[src/rtl/multicycle_controller_pkg.sv]
// ---------------------------------------------------------------------------
// ctrl_pkg
// Shared definitions for the multicycle RV32I control unit:
//   - FSM state enumeration
//   - datapath select encodings (AluOp, ImmSrc, AluSrcA/B, ResultSrc,
//     RegDataSel)
//   - RV32I opcode and Funct3 constants used by the decoders
//   - helper telling which branch Funct3 values the core implements
// ---------------------------------------------------------------------------
package ctrl_pkg;

    typedef enum logic [3:0] {
        S_FETCH   = 4'd0,
        S_DECODE  = 4'd1,
        S_MEMADR  = 4'd2,
        S_MEMREAD = 4'd3,
        S_MEMWB   = 4'd4,
        S_MEMWR   = 4'd5,
        S_EXECR   = 4'd6,
        S_EXECI   = 4'd7,
        S_ALUWB   = 4'd8,
        S_BRANCH  = 4'd9,
        S_JAL     = 4'd10,
        S_JALR    = 4'd11,
        S_LINK    = 4'd12,
        S_LUI     = 4'd13,
        S_HALT    = 4'd14
    } ctrlStateT;

    typedef enum logic [2:0] {
        ALU_ADD = 3'd0,
        ALU_SUB = 3'd1,
        ALU_AND = 3'd2,
        ALU_OR  = 3'd3,
        ALU_XOR = 3'd4
    } aluOpT;

    typedef enum logic [2:0] {
        IMM_I = 3'd0,
        IMM_S = 3'd1,
        IMM_B = 3'd2,
        IMM_J = 3'd3,
        IMM_U = 3'd4
    } immSrcT;

    typedef enum logic [1:0] {
        SRCA_PC    = 2'd0,
        SRCA_OLDPC = 2'd1,
        SRCA_REGA  = 2'd2,
        SRCA_ZERO  = 2'd3
    } aluSrcAT;

    typedef enum logic [1:0] {
        SRCB_REGB = 2'd0,
        SRCB_IMM  = 2'd1,
        SRCB_FOUR = 2'd2,
        SRCB_ZERO = 2'd3
    } aluSrcBT;

    typedef enum logic [1:0] {
        RES_ALUOUTREG = 2'd0,
        RES_MDR       = 2'd1,
        RES_ALUOUT    = 2'd2
    } resultSrcT;

    typedef enum logic [1:0] {
        RD_RESULT    = 2'd0,
        RD_ALUOUTREG = 2'd1,
        RD_IMM       = 2'd2,
        RD_SIGNBIT   = 2'd3
    } regDataSelT;

    // Major opcodes
    localparam logic [6:0] OP_RTYPE  = 7'b0110011;
    localparam logic [6:0] OP_ITYPE  = 7'b0010011;
    localparam logic [6:0] OP_LOAD   = 7'b0000011;
    localparam logic [6:0] OP_STORE  = 7'b0100011;
    localparam logic [6:0] OP_BRANCH = 7'b1100011;
    localparam logic [6:0] OP_JAL    = 7'b1101111;
    localparam logic [6:0] OP_JALR   = 7'b1100111;
    localparam logic [6:0] OP_LUI    = 7'b0110111;

    // Branch Funct3
    localparam logic [2:0] F3_BEQ = 3'b000;
    localparam logic [2:0] F3_BNE = 3'b001;
    localparam logic [2:0] F3_BLT = 3'b100;
    localparam logic [2:0] F3_BGE = 3'b101;

    // ALU Funct3 (R-type and I-type share these)
    localparam logic [2:0] F3_ADD = 3'b000;
    localparam logic [2:0] F3_SLT = 3'b010;
    localparam logic [2:0] F3_XOR = 3'b100;
    localparam logic [2:0] F3_OR  = 3'b110;
    localparam logic [2:0] F3_AND = 3'b111;

    // True for the branch Funct3 values handled by the BRANCH state.
    function automatic logic isBranchF3Supported(input logic [2:0] f3);
        return (f3 == F3_BEQ) || (f3 == F3_BNE) || (f3 == F3_BLT) || (f3 == F3_BGE);
    endfunction

endpackage

[src/rtl/multicycle_controller_if.sv]
// ---------------------------------------------------------------------------
// multicycle_controller_if
// Bundle between the control unit and the datapath.
//   Datapath -> control : Opcode, Funct3, Funct7b5 (IR fields), Zero, SignBit
//   Control -> datapath : PcEn, AdrSrc, MemWrite, IrWrite, RegWrite, ImmSrc,
//                         AluOp, AluSrcA, AluSrcB, ResultSrc, RegDataSel,
//                         Retire, Illegal
// master = control unit side, slave = datapath side.
// ---------------------------------------------------------------------------
interface multicycle_controller_if;

    logic [6:0] Opcode;
    logic [2:0] Funct3;
    logic       Funct7b5;
    logic       Zero;
    logic       SignBit;

    logic       PcEn;
    logic       AdrSrc;
    logic       MemWrite;
    logic       IrWrite;
    logic       RegWrite;
    logic [2:0] ImmSrc;
    logic [2:0] AluOp;
    logic [1:0] AluSrcA;
    logic [1:0] AluSrcB;
    logic [1:0] ResultSrc;
    logic [1:0] RegDataSel;
    logic       Retire;
    logic       Illegal;

    modport master (
        input  Opcode, Funct3, Funct7b5, Zero, SignBit,
        output PcEn, AdrSrc, MemWrite, IrWrite, RegWrite, ImmSrc, AluOp,
               AluSrcA, AluSrcB, ResultSrc, RegDataSel, Retire, Illegal
    );

    modport slave (
        output Opcode, Funct3, Funct7b5, Zero, SignBit,
        input  PcEn, AdrSrc, MemWrite, IrWrite, RegWrite, ImmSrc, AluOp,
               AluSrcA, AluSrcB, ResultSrc, RegDataSel, Retire, Illegal
    );

endinterface

[src/rtl/multicycle_controller_alu_decoder.sv]
// ---------------------------------------------------------------------------
// alu_decoder
// Combinational ALU operation decode for R-type and I-type arithmetic.
//   opcode   in  7  IR[6:0]
//   funct3   in  3  IR[14:12]
//   funct7b5 in  1  IR[30]; only meaningful for R-type add/sub
//   aluOp    out 3  ALU operation
//   isSlt    out 1  instruction is slt/slti (writeback takes the sign bit)
// Anything that is not an R/I arithmetic op decodes to ADD with isSlt=0, so
// jal/jalr link writebacks never pick up the slt path.
// ---------------------------------------------------------------------------
module alu_decoder
    import ctrl_pkg::*;
(
    input  logic [6:0] opcode,
    input  logic [2:0] funct3,
    input  logic       funct7b5,
    output aluOpT      aluOp,
    output logic       isSlt
);

    logic isRType;
    logic isAluOp;

    assign isRType = (opcode == OP_RTYPE);
    assign isAluOp = isRType || (opcode == OP_ITYPE);

    always_comb begin
        aluOp = ALU_ADD;
        isSlt = 1'b0;
        if (isAluOp) begin
            case (funct3)
                // Funct7b5 selects sub only for R-type; addi ignores it.
                F3_ADD:  aluOp = (isRType && funct7b5) ? ALU_SUB : ALU_ADD;
                F3_SLT: begin
                    aluOp = ALU_SUB;
                    isSlt = 1'b1;
                end
                F3_XOR:  aluOp = ALU_XOR;
                F3_OR:   aluOp = ALU_OR;
                F3_AND:  aluOp = ALU_AND;
                default: aluOp = ALU_ADD;
            endcase
        end
    end

endmodule

[src/rtl/multicycle_controller.sv]
// ---------------------------------------------------------------------------
// multicycle_controller
// Moore-style control FSM for the multicycle RV32I core. Walks each
// instruction through fetch/decode/execute/memory/writeback and drives every
// datapath enable and mux select.
//   clk  in  core clock, rising edge
//   rst  in  asynchronous, active-low reset
//   bus  master side of multicycle_controller_if (IR fields and ALU flags in,
//        datapath controls, Retire and Illegal out)
// Outputs are decoded from the current state (plus IR fields and the live
// Zero/SignBit for branches). They are also gated by rst so that nothing is
// enabled while reset is held, yet FETCH controls appear immediately after
// release and the very first clock edge performs the fetch.
// ---------------------------------------------------------------------------
module multicycle_controller
    import ctrl_pkg::*;
(
    input  logic                    clk,
    input  logic                    rst,
    multicycle_controller_if.master bus
);

    ctrlStateT  stateReg;

    aluOpT      decAluOp;
    logic       decIsSlt;

    logic       pcEn;
    logic       adrSrc;
    logic       memWrite;
    logic       irWrite;
    logic       regWrite;
    immSrcT     immSrc;
    aluOpT      aluOp;
    aluSrcAT    aluSrcA;
    aluSrcBT    aluSrcB;
    resultSrcT  resultSrc;
    regDataSelT regDataSel;
    logic       retire;
    logic       illegal;
    logic       branchTaken;

    alu_decoder u_alu_decoder (
        .opcode   (bus.Opcode),
        .funct3   (bus.Funct3),
        .funct7b5 (bus.Funct7b5),
        .aluOp    (decAluOp),
        .isSlt    (decIsSlt)
    );

    // ------------------------------------------------------------------
    // State register and next-state logic. IR is written at the end of
    // FETCH, so from DECODE onward the IR fields are stable for the whole
    // instruction and can steer later transitions as well.
    // ------------------------------------------------------------------
    always_ff @(posedge clk or negedge rst) begin
        if (!rst) begin
            stateReg <= S_FETCH;
        end else begin
            case (stateReg)
                S_FETCH:  stateReg <= S_DECODE;
                S_DECODE: begin
                    case (bus.Opcode)
                        OP_LOAD, OP_STORE: stateReg <= S_MEMADR;
                        OP_RTYPE:          stateReg <= S_EXECR;
                        OP_ITYPE:          stateReg <= S_EXECI;
                        OP_BRANCH:         stateReg <= isBranchF3Supported(bus.Funct3)
                                                       ? S_BRANCH : S_HALT;
                        OP_JAL:            stateReg <= S_JAL;
                        OP_JALR:           stateReg <= S_JALR;
                        OP_LUI:            stateReg <= S_LUI;
                        default:           stateReg <= S_HALT;
                    endcase
                end
                S_MEMADR:  stateReg <= (bus.Opcode == OP_STORE) ? S_MEMWR : S_MEMREAD;
                S_MEMREAD: stateReg <= S_MEMWB;
                S_MEMWB:   stateReg <= S_FETCH;
                S_MEMWR:   stateReg <= S_FETCH;
                S_EXECR:   stateReg <= S_ALUWB;
                S_EXECI:   stateReg <= S_ALUWB;
                S_ALUWB:   stateReg <= S_FETCH;
                S_BRANCH:  stateReg <= S_FETCH;
                S_JAL:     stateReg <= S_ALUWB;
                S_JALR:    stateReg <= S_LINK;
                S_LINK:    stateReg <= S_ALUWB;
                S_LUI:     stateReg <= S_FETCH;
                S_HALT:    stateReg <= S_HALT;
                default:   stateReg <= S_FETCH;
            endcase
        end
    end

    // Branch condition from the live ALU flags of the RegA - RegB compare.
    always_comb begin
        case (bus.Funct3)
            F3_BEQ:  branchTaken = bus.Zero;
            F3_BNE:  branchTaken = !bus.Zero;
            F3_BLT:  branchTaken = bus.SignBit;
            F3_BGE:  branchTaken = !bus.SignBit;
            default: branchTaken = 1'b0;
        endcase
    end

    // ------------------------------------------------------------------
    // Output decode
    // ------------------------------------------------------------------
    always_comb begin
        pcEn       = 1'b0;
        adrSrc     = 1'b0;
        memWrite   = 1'b0;
        irWrite    = 1'b0;
        regWrite   = 1'b0;
        immSrc     = IMM_I;
        aluOp      = ALU_ADD;
        aluSrcA    = SRCA_PC;
        aluSrcB    = SRCB_REGB;
        resultSrc  = RES_ALUOUTREG;
        regDataSel = RD_RESULT;
        retire     = 1'b0;
        illegal    = 1'b0;

        if (rst) begin
            case (stateReg)
                S_FETCH: begin
                    irWrite   = 1'b1;
                    pcEn      = 1'b1;
                    aluSrcA   = SRCA_PC;
                    aluSrcB   = SRCB_FOUR;
                    resultSrc = RES_ALUOUT;
                end
                // Precompute the branch/jal target into AluOutReg.
                S_DECODE: begin
                    aluSrcA = SRCA_OLDPC;
                    aluSrcB = SRCB_IMM;
                    immSrc  = (bus.Opcode == OP_JAL) ? IMM_J : IMM_B;
                end
                S_MEMADR: begin
                    aluSrcA = SRCA_REGA;
                    aluSrcB = SRCB_IMM;
                    immSrc  = (bus.Opcode == OP_STORE) ? IMM_S : IMM_I;
                end
                S_MEMREAD: begin
                    adrSrc    = 1'b1;
                    resultSrc = RES_ALUOUTREG;
                end
                S_MEMWB: begin
                    resultSrc  = RES_MDR;
                    regDataSel = RD_RESULT;
                    regWrite   = 1'b1;
                    retire     = 1'b1;
                end
                S_MEMWR: begin
                    adrSrc    = 1'b1;
                    resultSrc = RES_ALUOUTREG;
                    memWrite  = 1'b1;
                    retire    = 1'b1;
                end
                S_EXECR: begin
                    aluSrcA = SRCA_REGA;
                    aluSrcB = SRCB_REGB;
                    aluOp   = decAluOp;
                end
                S_EXECI: begin
                    aluSrcA = SRCA_REGA;
                    aluSrcB = SRCB_IMM;
                    immSrc  = IMM_I;
                    aluOp   = decAluOp;
                end
                // Shared writeback for ALU ops and for the jal/jalr link value.
                S_ALUWB: begin
                    regWrite   = 1'b1;
                    regDataSel = decIsSlt ? RD_SIGNBIT : RD_ALUOUTREG;
                    retire     = 1'b1;
                end
                S_BRANCH: begin
                    aluSrcA   = SRCA_REGA;
                    aluSrcB   = SRCB_REGB;
                    aluOp     = ALU_SUB;
                    resultSrc = RES_ALUOUTREG;
                    pcEn      = branchTaken;
                    retire    = 1'b1;
                end
                // PC <- target held in AluOutReg; ALU forms OldPC+4 for the link.
                S_JAL: begin
                    resultSrc = RES_ALUOUTREG;
                    pcEn      = 1'b1;
                    aluSrcA   = SRCA_OLDPC;
                    aluSrcB   = SRCB_FOUR;
                end
                S_JALR: begin
                    aluSrcA   = SRCA_REGA;
                    aluSrcB   = SRCB_IMM;
                    immSrc    = IMM_I;
                    resultSrc = RES_ALUOUT;
                    pcEn      = 1'b1;
                end
                S_LINK: begin
                    aluSrcA = SRCA_OLDPC;
                    aluSrcB = SRCB_FOUR;
                end
                S_LUI: begin
                    immSrc     = IMM_U;
                    regDataSel = RD_IMM;
                    regWrite   = 1'b1;
                    retire     = 1'b1;
                end
                S_HALT: begin
                    illegal = 1'b1;
                end
                default: begin
                    illegal = 1'b0;
                end
            endcase
        end
    end

    assign bus.PcEn       = pcEn;
    assign bus.AdrSrc     = adrSrc;
    assign bus.MemWrite   = memWrite;
    assign bus.IrWrite    = irWrite;
    assign bus.RegWrite   = regWrite;
    assign bus.ImmSrc     = immSrc;
    assign bus.AluOp      = aluOp;
    assign bus.AluSrcA    = aluSrcA;
    assign bus.AluSrcB    = aluSrcB;
    assign bus.ResultSrc  = resultSrc;
    assign bus.RegDataSel = regDataSel;
    assign bus.Retire     = retire;
    assign bus.Illegal    = illegal;

endmodule

[src/flat_wrapper.sv]
// flat-port wrapper written by rule: the top's interface ports become plain ports
module multicycle_controller_flat import ctrl_pkg::*;
  (clk, rst, bus_Opcode, bus_Funct3, bus_Funct7b5, bus_Zero, bus_SignBit, bus_PcEn, bus_AdrSrc, bus_MemWrite, bus_IrWrite, bus_RegWrite, bus_ImmSrc, bus_AluOp, bus_AluSrcA, bus_AluSrcB, bus_ResultSrc, bus_RegDataSel, bus_Retire, bus_Illegal);
  multicycle_controller_if bus_i ();
  input  logic clk;
  input  logic rst;
  input wire logic [$bits(bus_i.Opcode)-1:0] bus_Opcode;
  input wire logic [$bits(bus_i.Funct3)-1:0] bus_Funct3;
  input wire logic [$bits(bus_i.Funct7b5)-1:0] bus_Funct7b5;
  input wire logic [$bits(bus_i.Zero)-1:0] bus_Zero;
  input wire logic [$bits(bus_i.SignBit)-1:0] bus_SignBit;
  output wire logic [$bits(bus_i.PcEn)-1:0] bus_PcEn;
  output wire logic [$bits(bus_i.AdrSrc)-1:0] bus_AdrSrc;
  output wire logic [$bits(bus_i.MemWrite)-1:0] bus_MemWrite;
  output wire logic [$bits(bus_i.IrWrite)-1:0] bus_IrWrite;
  output wire logic [$bits(bus_i.RegWrite)-1:0] bus_RegWrite;
  output wire logic [$bits(bus_i.ImmSrc)-1:0] bus_ImmSrc;
  output wire logic [$bits(bus_i.AluOp)-1:0] bus_AluOp;
  output wire logic [$bits(bus_i.AluSrcA)-1:0] bus_AluSrcA;
  output wire logic [$bits(bus_i.AluSrcB)-1:0] bus_AluSrcB;
  output wire logic [$bits(bus_i.ResultSrc)-1:0] bus_ResultSrc;
  output wire logic [$bits(bus_i.RegDataSel)-1:0] bus_RegDataSel;
  output wire logic [$bits(bus_i.Retire)-1:0] bus_Retire;
  output wire logic [$bits(bus_i.Illegal)-1:0] bus_Illegal;
  assign bus_i.Opcode = bus_Opcode;
  assign bus_i.Funct3 = bus_Funct3;
  assign bus_i.Funct7b5 = bus_Funct7b5;
  assign bus_i.Zero = bus_Zero;
  assign bus_i.SignBit = bus_SignBit;
  assign bus_PcEn = bus_i.PcEn;
  assign bus_AdrSrc = bus_i.AdrSrc;
  assign bus_MemWrite = bus_i.MemWrite;
  assign bus_IrWrite = bus_i.IrWrite;
  assign bus_RegWrite = bus_i.RegWrite;
  assign bus_ImmSrc = bus_i.ImmSrc;
  assign bus_AluOp = bus_i.AluOp;
  assign bus_AluSrcA = bus_i.AluSrcA;
  assign bus_AluSrcB = bus_i.AluSrcB;
  assign bus_ResultSrc = bus_i.ResultSrc;
  assign bus_RegDataSel = bus_i.RegDataSel;
  assign bus_Retire = bus_i.Retire;
  assign bus_Illegal = bus_i.Illegal;
  multicycle_controller u_core (.clk(clk), .rst(rst), .bus(bus_i));
endmodule
[config.mk]
export PLATFORM = sky130hd
export DESIGN_NAME = multicycle_controller_flat
export DESIGN_NICKNAME = d
export VERILOG_FILES = /design/src/rtl/multicycle_controller_pkg.sv /design/src/rtl/multicycle_controller_if.sv /design/src/rtl/multicycle_controller_alu_decoder.sv /design/src/rtl/multicycle_controller.sv /design/src/flat_wrapper.sv
export SDC_FILE = /design/constraint.sdc
export NUM_CORES = 1
export LEC_CHECK = 0
export BUFFER_PORTS_ARGS = -buffer_cell sky130_fd_sc_hd__clkbuf_2
export CORE_UTILIZATION = 49
export CTS_CLUSTER_SIZE = 12
export DETAILED_ROUTE_END_ITERATION = 8
export PLACE_DENSITY_LB_ADDON = 0.15
export SYNTH_ARGS = -nofsm -noshare
export SYNTH_HDL_FRONTEND = slang
export SYNTH_SLANG_ARGS = --single-unit
[constraint.sdc]
create_clock -name clk -period 4.3 [get_ports clk]
set_input_delay 0.645 -clock clk [delete_from_list [all_inputs] [get_ports clk]]
set_output_delay 0.645 -clock clk [all_outputs]
set_load 0.02 [all_outputs]
==> impl_metrics.py, run 1 <==
metrics = {
    "yosys": {
        "post-synth-top-area-cell": "sky130_fd_sc_hd__dfrtp_1",
        "most_common_cell_in_the_synthesized_netlist": "sky130_fd_sc_hd__nor2_1",
        "synth_area_leaders": "sky130_fd_sc_hd__dfrtp_1 (13%), sky130_fd_sc_hd__nor2_1 (7.5%), sky130_fd_sc_hd__nand2b_1 (6.7%)",
        "yosysTopAreaCellShare_pct": 13.33,
        "post_synth_inst_count": 113,
        "synth_edf_count": 0,
        "ys_top_cells_by_count": "sky130_fd_sc_hd__nor2_1 (15), sky130_fd_sc_hd__a21oi_1 (9), sky130_fd_sc_hd__nand2_1 (9)",
        "synthesis.area_um2": 750.7,
        "ys.flop_type": "sky130_fd_sc_hd__dfrtp_1",
        "post_synth.cell_area_avg_um2": 6.644,
        "yosys_warnings": 0,
        "share_of_the_yosys_chip_area_belonging_to_registers_pct": 13.33,
        "synth.distinct_cells": 43,
        "synth_seq_cells": 4,
        "postSynthNetCount": 128,
        "async_set_or_reset_register_ratio_after_synthesis_pct": 100.0,
    },
    "pwr": {
        "combinationalPowerShare_pct": 66.4,
        "internal_power_consumption_w": 0.0002147,
        "power.static_leakage_nw": 0.4334,
        "power_per_cell_area_mw_per_mm2": 515.9,
        "switching_share_pct": 55.16,
        "register_share_of_total_power_pct": 24.0,
        "switching_power_w": 0.0002642,
        "vdd_drop_max_uv": 381.7,
        "p_clk_share_pct": 9.6,
    },
    "setup_path": {
        "timing.reg2reg.worst_path_depth": 4,
        "crit_end": "bus_ImmSrc[0]",
        "critPathRequiredTime_ns": 3.65,
        "launching_element_of_the_worst_setup_path": "u_core.stateReg[1]",
        "crit_path_max_fanout": 16,
        "endpoint_kind": "primary output",
        "worst-setup-path-type": "reg2out",
        "regToRegSetupSlack_ns": 2.63,
        "worst_r2r_endpoint": "u_core.stateReg[2]",
        "worst_r2r_startpoint": "u_core.stateReg[3]",
        "worst_ep_arrival_time_ns": 2.03,
        "startpoint_type": "flip-flop",
    },
    "floorplanning": {
        "initial_utilization_pct": 54.95,
        "dieArea_mm2": 0.001693,
        "fp.dieH_um": 41.14,
        "fp.dieW_um": 41.14,
        "core_mm2": 0.001366,
        "floorplan.rows": 13,
        "ios": 36,
    },
    "clock_network": {
        "num_cts_buffers": 3,
        "cts-resized-gates": 0,
        "htree_num_levels": 1,
        "clkTransAtPathRegs_ns": 0.04,
        "cts_tree": "yes",
        "cts_sinks": 4,
        "clk_latency_ns": 0.23,
        "max-clock-path-buffers": 2,
        "cts_hold_repair.buffers": 0,
        "cts.root.buffer_cell": "sky130_fd_sc_hd__clkbuf_4",
        "postCtsSetupBuffers": 0,
    },
    "layout": {
        "finish.instance_area_um2": 928.4,
        "regMostFlops": "u_core.stateReg",
        "number_of_filler_instances_in_the_final_layout": 131,
        "regArea_um2": 100.1,
        "area_growth_pct": 23.67,
        "multi_input_comb_area_um2": 596.8,
        "share_of_cells_above_drive_strength_1_pct": 29.17,
        "utilization_pct": 67.95,
        "n_antenna_cell": 0,
        "final_nets": 161,
        "largest_reg_flops": 4,
        "biggestRegsByFlops": "u_core.stateReg x4",
    },
    "global_route": {
        "grt_max_degree": 20,
        "antenna_found_initial": 0,
        "first_global_vias": 730,
        "grt_usage_pct": 26.76,
        "grt_use_met2_pct": 44.92,
        "use_met3_pct": 0,
        "grt-ovfl-total": 0,
        "fraction_of_met1_tracks_used_by_global_routing_pct": 36.39,
        "grt_most_used_layer": "met2",
        "grt_first_pass_wirelength_um": 3077,
    },
    "routing": {
        "first_pass_iters": 4,
        "number_of_design_rule_violations_left_after_detail_routing": 0,
        "routed_wl_um": 2034,
        "via_per_inst": 6.126,
        "dr.first_iter.drc_count": 32,
        "antenna_left": 0,
        "routedWlPerCell_um": 12.79,
        "vias": 974,
    },
    "sta": {
        "upper_clock_frequency_limit_ghz": 0.3735,
        "report.final.setup_viol": 0,
        "fin_tns_setup_ns": 0,
        "final.min_clock_period_ns": 2.677,
        "rsz_0062_raised_after_global_routing": "no",
        "transition_at_the_pin_with_the_smallest_max_transition_slack_ns": 0.5339,
        "maxSlewViolCount": 0,
        "postLayoutSetupSlackWorst_ns": 1.623,
        "clock_skew_ns": 0.002081,
        "hold_violations": 0,
        "fin_crit_sh_pct": 62.26,
        "relSlewSlack_pct": 64.40,
        "worst_hold_slack_ns": 0.2693,
    },
    "hold_path": {
        "hold_path.class": "in2async",
    },
    "placement": {
        "preCtsSetupSlack_ns": 1.693,
        "place_congestion": 0.8842,
        "port-buffer-count": 35,
        "placed_area_um2": 905.9,
        "hpwlAfterDp_um": 1575,
    },
    "flow_run": {
        "max_cap_viol_count": 0,
    },
    "run_status": {
        "status": "completed",
    },
}
==> power groups by stage <==
stage	Combinational, W	Clock, W	Sequential [W]
global placement	0.000311	0	0.000112
detailed placement	0.000315	0	0.000113
finish	0.000318	0.0000460	0.000115
CTS	0.000316	0.0000477	0.000113
global route	0.000352	0.0000485	0.000120
floorplan	0.000282	0	0.0000665
==> routing by layer <==
metal  up-vias  wire (um)
met3         4        144
met4         0         25
met5         -          0
met2        48        962
li1        486          -
met1       436        902
==> cell usage in the layout, fill, tap and decap left out, drive strengths merged <==
cell type  instances
o22ai              1
xor2               2
or2                4
and3b              1
xnor2              1
a221o              1
a41o               1
nor2b              5
or3b               1
nand2              9
o32ai              2
nor3               7
dfrtp              4
nor2              15
nor4bb             1
o21a               2
nand4              3
nand4b             1
and3               1
a31oi              2
inv                4
nor4               1
a2111oi            3
nand3b             1
or3                3
a211oi             1
a211o              1
nand2b             8
a21oi              9
nand3              6
o221ai             1
a221oi             1
clkbuf            38
nor3b              1
mux2i              2
==> through the flow <==
| step | power [W] | cells |
|---|---|---|
| 5_1_grt | 0.0005203 | 159 |
| 6_report | 0.0004789 | 159 |
| 3_5_place_dp | 0.0004278 | 156 |
| 2_1_floorplan | 0.0003486 | 113 |
| 3_3_place_gp | 0.0004230 | 156 |
| 4_1_cts | 0.0004768 | 159 |
==> cell families after synthesis <==
family                 share of synthesized area (%)
AND/OR/NAND/NOR                                49.00
AO/OA/AOI/OAI                                  24.33
buffers and inverters                          7.165
flip-flops                                     13.33
XOR/XNOR                                       3.501
multiplexers                                   2.667
==> worst min-delay path by stage <==
stage	startpoint	end	slack [ns]	depth (start not counted)
after CTS	rst	u_core.stateReg[1]	0.26	1
after global routing	rst	u_core.stateReg[2]	0.28	1
after detailed placement	rst	u_core.stateReg[0]	0.51	1
after floorplan	rst	u_core.stateReg[0]	0.35	0
final	rst	u_core.stateReg[1]	0.27	1
after global placement	rst	u_core.stateReg[1]	0.52	1
==> critical path: stages (launching register included) <==
cell                        delay (ns)
sky130_fd_sc_hd__dfrtp_1          0.63
sky130_fd_sc_hd__nand2b_1         0.19
sky130_fd_sc_hd__or3_1            0.39
sky130_fd_sc_hd__a2111oi_2        0.36
sky130_fd_sc_hd__clkbuf_2         0.22
==> area by class of cell <==
class,count,area share [%]
multi-input cells,98,64.29
repair buffers,35,18.87
flip-flops and latches,4,10.78
clock buffers,3,2.426
well taps,15,2.022
inverters,4,1.617
(Power assumes the default switching activity.)
==> inputs of run 2 (changes only) <==
Settings changed: ABC_AREA set to 1, CORE_UTILIZATION 49 to 41.
Clock period 4.3 ns to 2.25 ns, I/O delays scaled along.
==> impl_metrics.py, run 2 <==
metrics = {
    "run_status": {
        "status": "completed",
    },
    "setup_path": {
        "worst-setup-path-type": "reg2out",
        "crit_path_max_fanout": 5,
        "startpoint_type": "flip-flop",
        "endpoint_kind": "primary output",
        "critPathRequiredTime_ns": 1.91,
        "worst_ep_arrival_time_ns": 1.61,
    },
    "clock_network": {
        "cts.root.buffer_cell": "sky130_fd_sc_hd__clkbuf_4",
        "max-clock-path-buffers": 2,
        "clkTransAtPathRegs_ns": 0.04,
        "clk_latency_ns": 0.24,
        "cts_sinks": 4,
        "cts_hold_repair.buffers": 1,
        "cts-resized-gates": 0,
        "num_cts_buffers": 3,
        "htree_num_levels": 1,
        "postCtsSetupBuffers": 0,
        "cts_tree": "yes",
    },
    "placement": {
        "port-buffer-count": 35,
        "hpwlAfterDp_um": 1834,
        "placed_cells_incl_taps": 203,
        "place_congestion": 0.8508,
        "preCtsSetupSlack_ns": 0.4822,
    },
    "layout": {
        "regMostFlops": "u_core.stateReg",
        "post_layout_nonfiller_instances": 207,
        "share_of_cells_above_drive_strength_1_pct": 30.05,
        "n_antenna_cell": 0,
        "area_growth_pct": 31.80,
        "biggestRegsByFlops": "u_core.stateReg x4",
        "number_of_filler_instances_in_the_final_layout": 160,
        "final_nets": 200,
        "mostFrequentLayoutCell": "sky130_fd_sc_hd__nand2_1",
        "largest_reg_flops": 4,
        "commonest_cells_after_routing_fill_and_taps_aside": "sky130_fd_sc_hd__nand2_1 (40), sky130_fd_sc_hd__clkbuf_2 (35), sky130_fd_sc_hd__inv_1 (27), sky130_fd_sc_hd__nor2_1 (22)",
    },
    "global_route": {
        "grt-ovfl-total": 0,
        "grt_usage_pct": 24.73,
        "antenna_found_initial": 0,
        "grt_max_degree": 15,
        "grt_first_pass_wirelength_um": 3670,
        "first_global_vias": 926,
    },
    "yosys": {
        "synth_seq_cells": 4,
        "ys_top_cells_by_count": "sky130_fd_sc_hd__nand2_1 (40), sky130_fd_sc_hd__inv_1 (27), sky130_fd_sc_hd__nor2_1 (22)",
        "ys.flop_type": "sky130_fd_sc_hd__dfrtp_1",
        "async_set_or_reset_register_ratio_after_synthesis_pct": 100.0,
        "synth.distinct_cells": 19,
        "share_of_the_yosys_chip_area_belonging_to_registers_pct": 13.61,
        "yosys_warnings": 0,
        "yosysTopAreaCellShare_pct": 20.41,
        "post-synth-top-area-cell": "sky130_fd_sc_hd__nand2_1",
        "synth_area_leaders": "sky130_fd_sc_hd__nand2_1 (20%), sky130_fd_sc_hd__inv_1 (14%), sky130_fd_sc_hd__dfrtp_1 (14%)",
        "synthesis.area_um2": 735.7,
        "synth_edf_count": 0,
        "postSynthNetCount": 160,
        "most_common_cell_in_the_synthesized_netlist": "sky130_fd_sc_hd__nand2_1",
        "post_synth.cell_area_avg_um2": 5.074,
        "post_synth_inst_count": 145,
    },
    "routing": {
        "wl_met3_um": 120,
        "dr.first_iter.drc_count": 29,
        "number_of_design_rule_violations_left_after_detail_routing": 0,
        "first_pass_iters": 4,
        "antenna_left": 0,
        "wirelength_met1_um": 943,
        "via_per_inst": 4.894,
        "met2_length_um": 1084,
        "vias": 1013,
        "routedWlPerCell_um": 10.44,
        "routed_wl_um": 2161,
        "dr.max_layer_used": "met4",
    },
    "sta": {
        "maxSlewViolCount": 0,
        "final.min_clock_period_ns": 1.948,
        "transition_at_the_pin_with_the_smallest_max_transition_slack_ns": 0.4313,
        "upper_clock_frequency_limit_ghz": 0.5133,
        "worst_hold_slack_ns": 0.5258,
        "report.final.setup_viol": 0,
        "hold_violations": 0,
        "relSlewSlack_pct": 71.21,
        "rsz_0062_raised_after_global_routing": "no",
        "fin_crit_sh_pct": 86.58,
        "fin_tns_setup_ns": 0,
        "postLayoutSetupSlackWorst_ns": 0.3019,
        "clock_skew_ns": 0.01009,
    },
    "floorplanning": {
        "fp.dieW_um": 44.36,
        "initial_utilization_pct": 46.15,
        "core_mm2": 0.001594,
        "floorplan.rows": 14,
        "fp.dieH_um": 44.36,
        "ios": 36,
        "dieArea_mm2": 0.001968,
    },
    "hold_path": {
        "hold_path.class": "in2reg",
    },
    "pwr": {
        "power.static_leakage_nw": 0.5767,
        "switching_power_w": 0.0004784,
        "vdd_drop_max_uv": 646.2,
        "internal_power_consumption_w": 0.0003419,
        "combinationalPowerShare_pct": 71.6,
        "register_share_of_total_power_pct": 17.5,
        "power_per_cell_area_mw_per_mm2": 845.9,
        "switching_share_pct": 58.32,
        "p_clk_share_pct": 10.9,
    },
    "flow_run": {
        "max_cap_viol_count": 0,
    },
}
-- run 2: metrics by stage --
stage	util, %	instance area (um^2)	power [W]
5_1_grt	60.83	969.7	0.0008969
6_report	60.83	969.7	0.0008203
3_3_place_gp	58.79	937.1	0.0007221
4_1_cts	60.83	969.7	0.0008242
2_1_floorplan	-	735.7	0.0005627
3_5_place_dp	58.79	937.1	0.0007282
-- run 2: worst paths after layout --
path	endpoint	slack [ns]	cells past startpoint	from
setup / recovery	bus_ImmSrc[0]	0.30	10	u_core.stateReg[3]
hold / removal	u_core.stateReg[3]	0.53	5	bus_Opcode[6]
setup reg to reg	u_core.stateReg[3]	1.03	6	u_core.stateReg[1]
hold reg to reg	u_core.stateReg[2]	0.66	3	u_core.stateReg[2]
max in group asynchronous	u_core.stateReg[0]	1.52	2	rst
min in group asynchronous	u_core.stateReg[1]	0.54	2	rst
-- run 2: worst max-delay path: stages, from the launching register on --
cell and delay [ns]:
sky130_fd_sc_hd__dfrtp_1 0.41, sky130_fd_sc_hd__inv_1 0.08, sky130_fd_sc_hd__nand2_1 0.10, sky130_fd_sc_hd__inv_1 0.12, sky130_fd_sc_hd__nand2_2 0.08, sky130_fd_sc_hd__inv_1 0.14, sky130_fd_sc_hd__nand3_1 0.09, sky130_fd_sc_hd__o21ai_1 0.08
sky130_fd_sc_hd__nand2_1 0.07, sky130_fd_sc_hd__inv_1 0.05, sky130_fd_sc_hd__clkbuf_2 0.15
-- run 2: final cells by class --
type	instances	area [um^2]	share of cell area (%)
Clock buffer	3	22.52	2.323
Timing Repair Buffer	36	185.2	19.10
Sequential cell	4	100.1	10.32
Tap cell	24	30.03	3.097
Multi-Input combinational cell	111	523.0	53.94
Inverter	29	108.9	11.23
-- run 2: per-layer routing --
layer	vias up	GRT usage, %
met5	-	0
met4	0	4.848
met3	2	5.714
met2	31	45.88
met1	453	28.75
li1	527	-
-- run 2: cell families (layout without fill, tap and decap cells) --
kind of cell	count (synthesis)	after routing	synth area share (%)
and+or+nand+nor	90	90	54.59
buffers and inverters	30	68	15.31
AOI/OAI and AO/OA	21	21	16.50
DFF	4	4	13.61
-- run 2: power groups by stage --
stage	sequential [W]	combinational [W]	clock [W]
6_report	0.000143	0.000587	0.0000897
5_1_grt	0.000148	0.000652	0.0000975
4_1_cts	0.000143	0.000587	0.0000942
3_5_place_dp	0.000144	0.000585	0
3_3_place_gp	0.000143	0.000579	0
2_1_floorplan	0.000137	0.000426	0
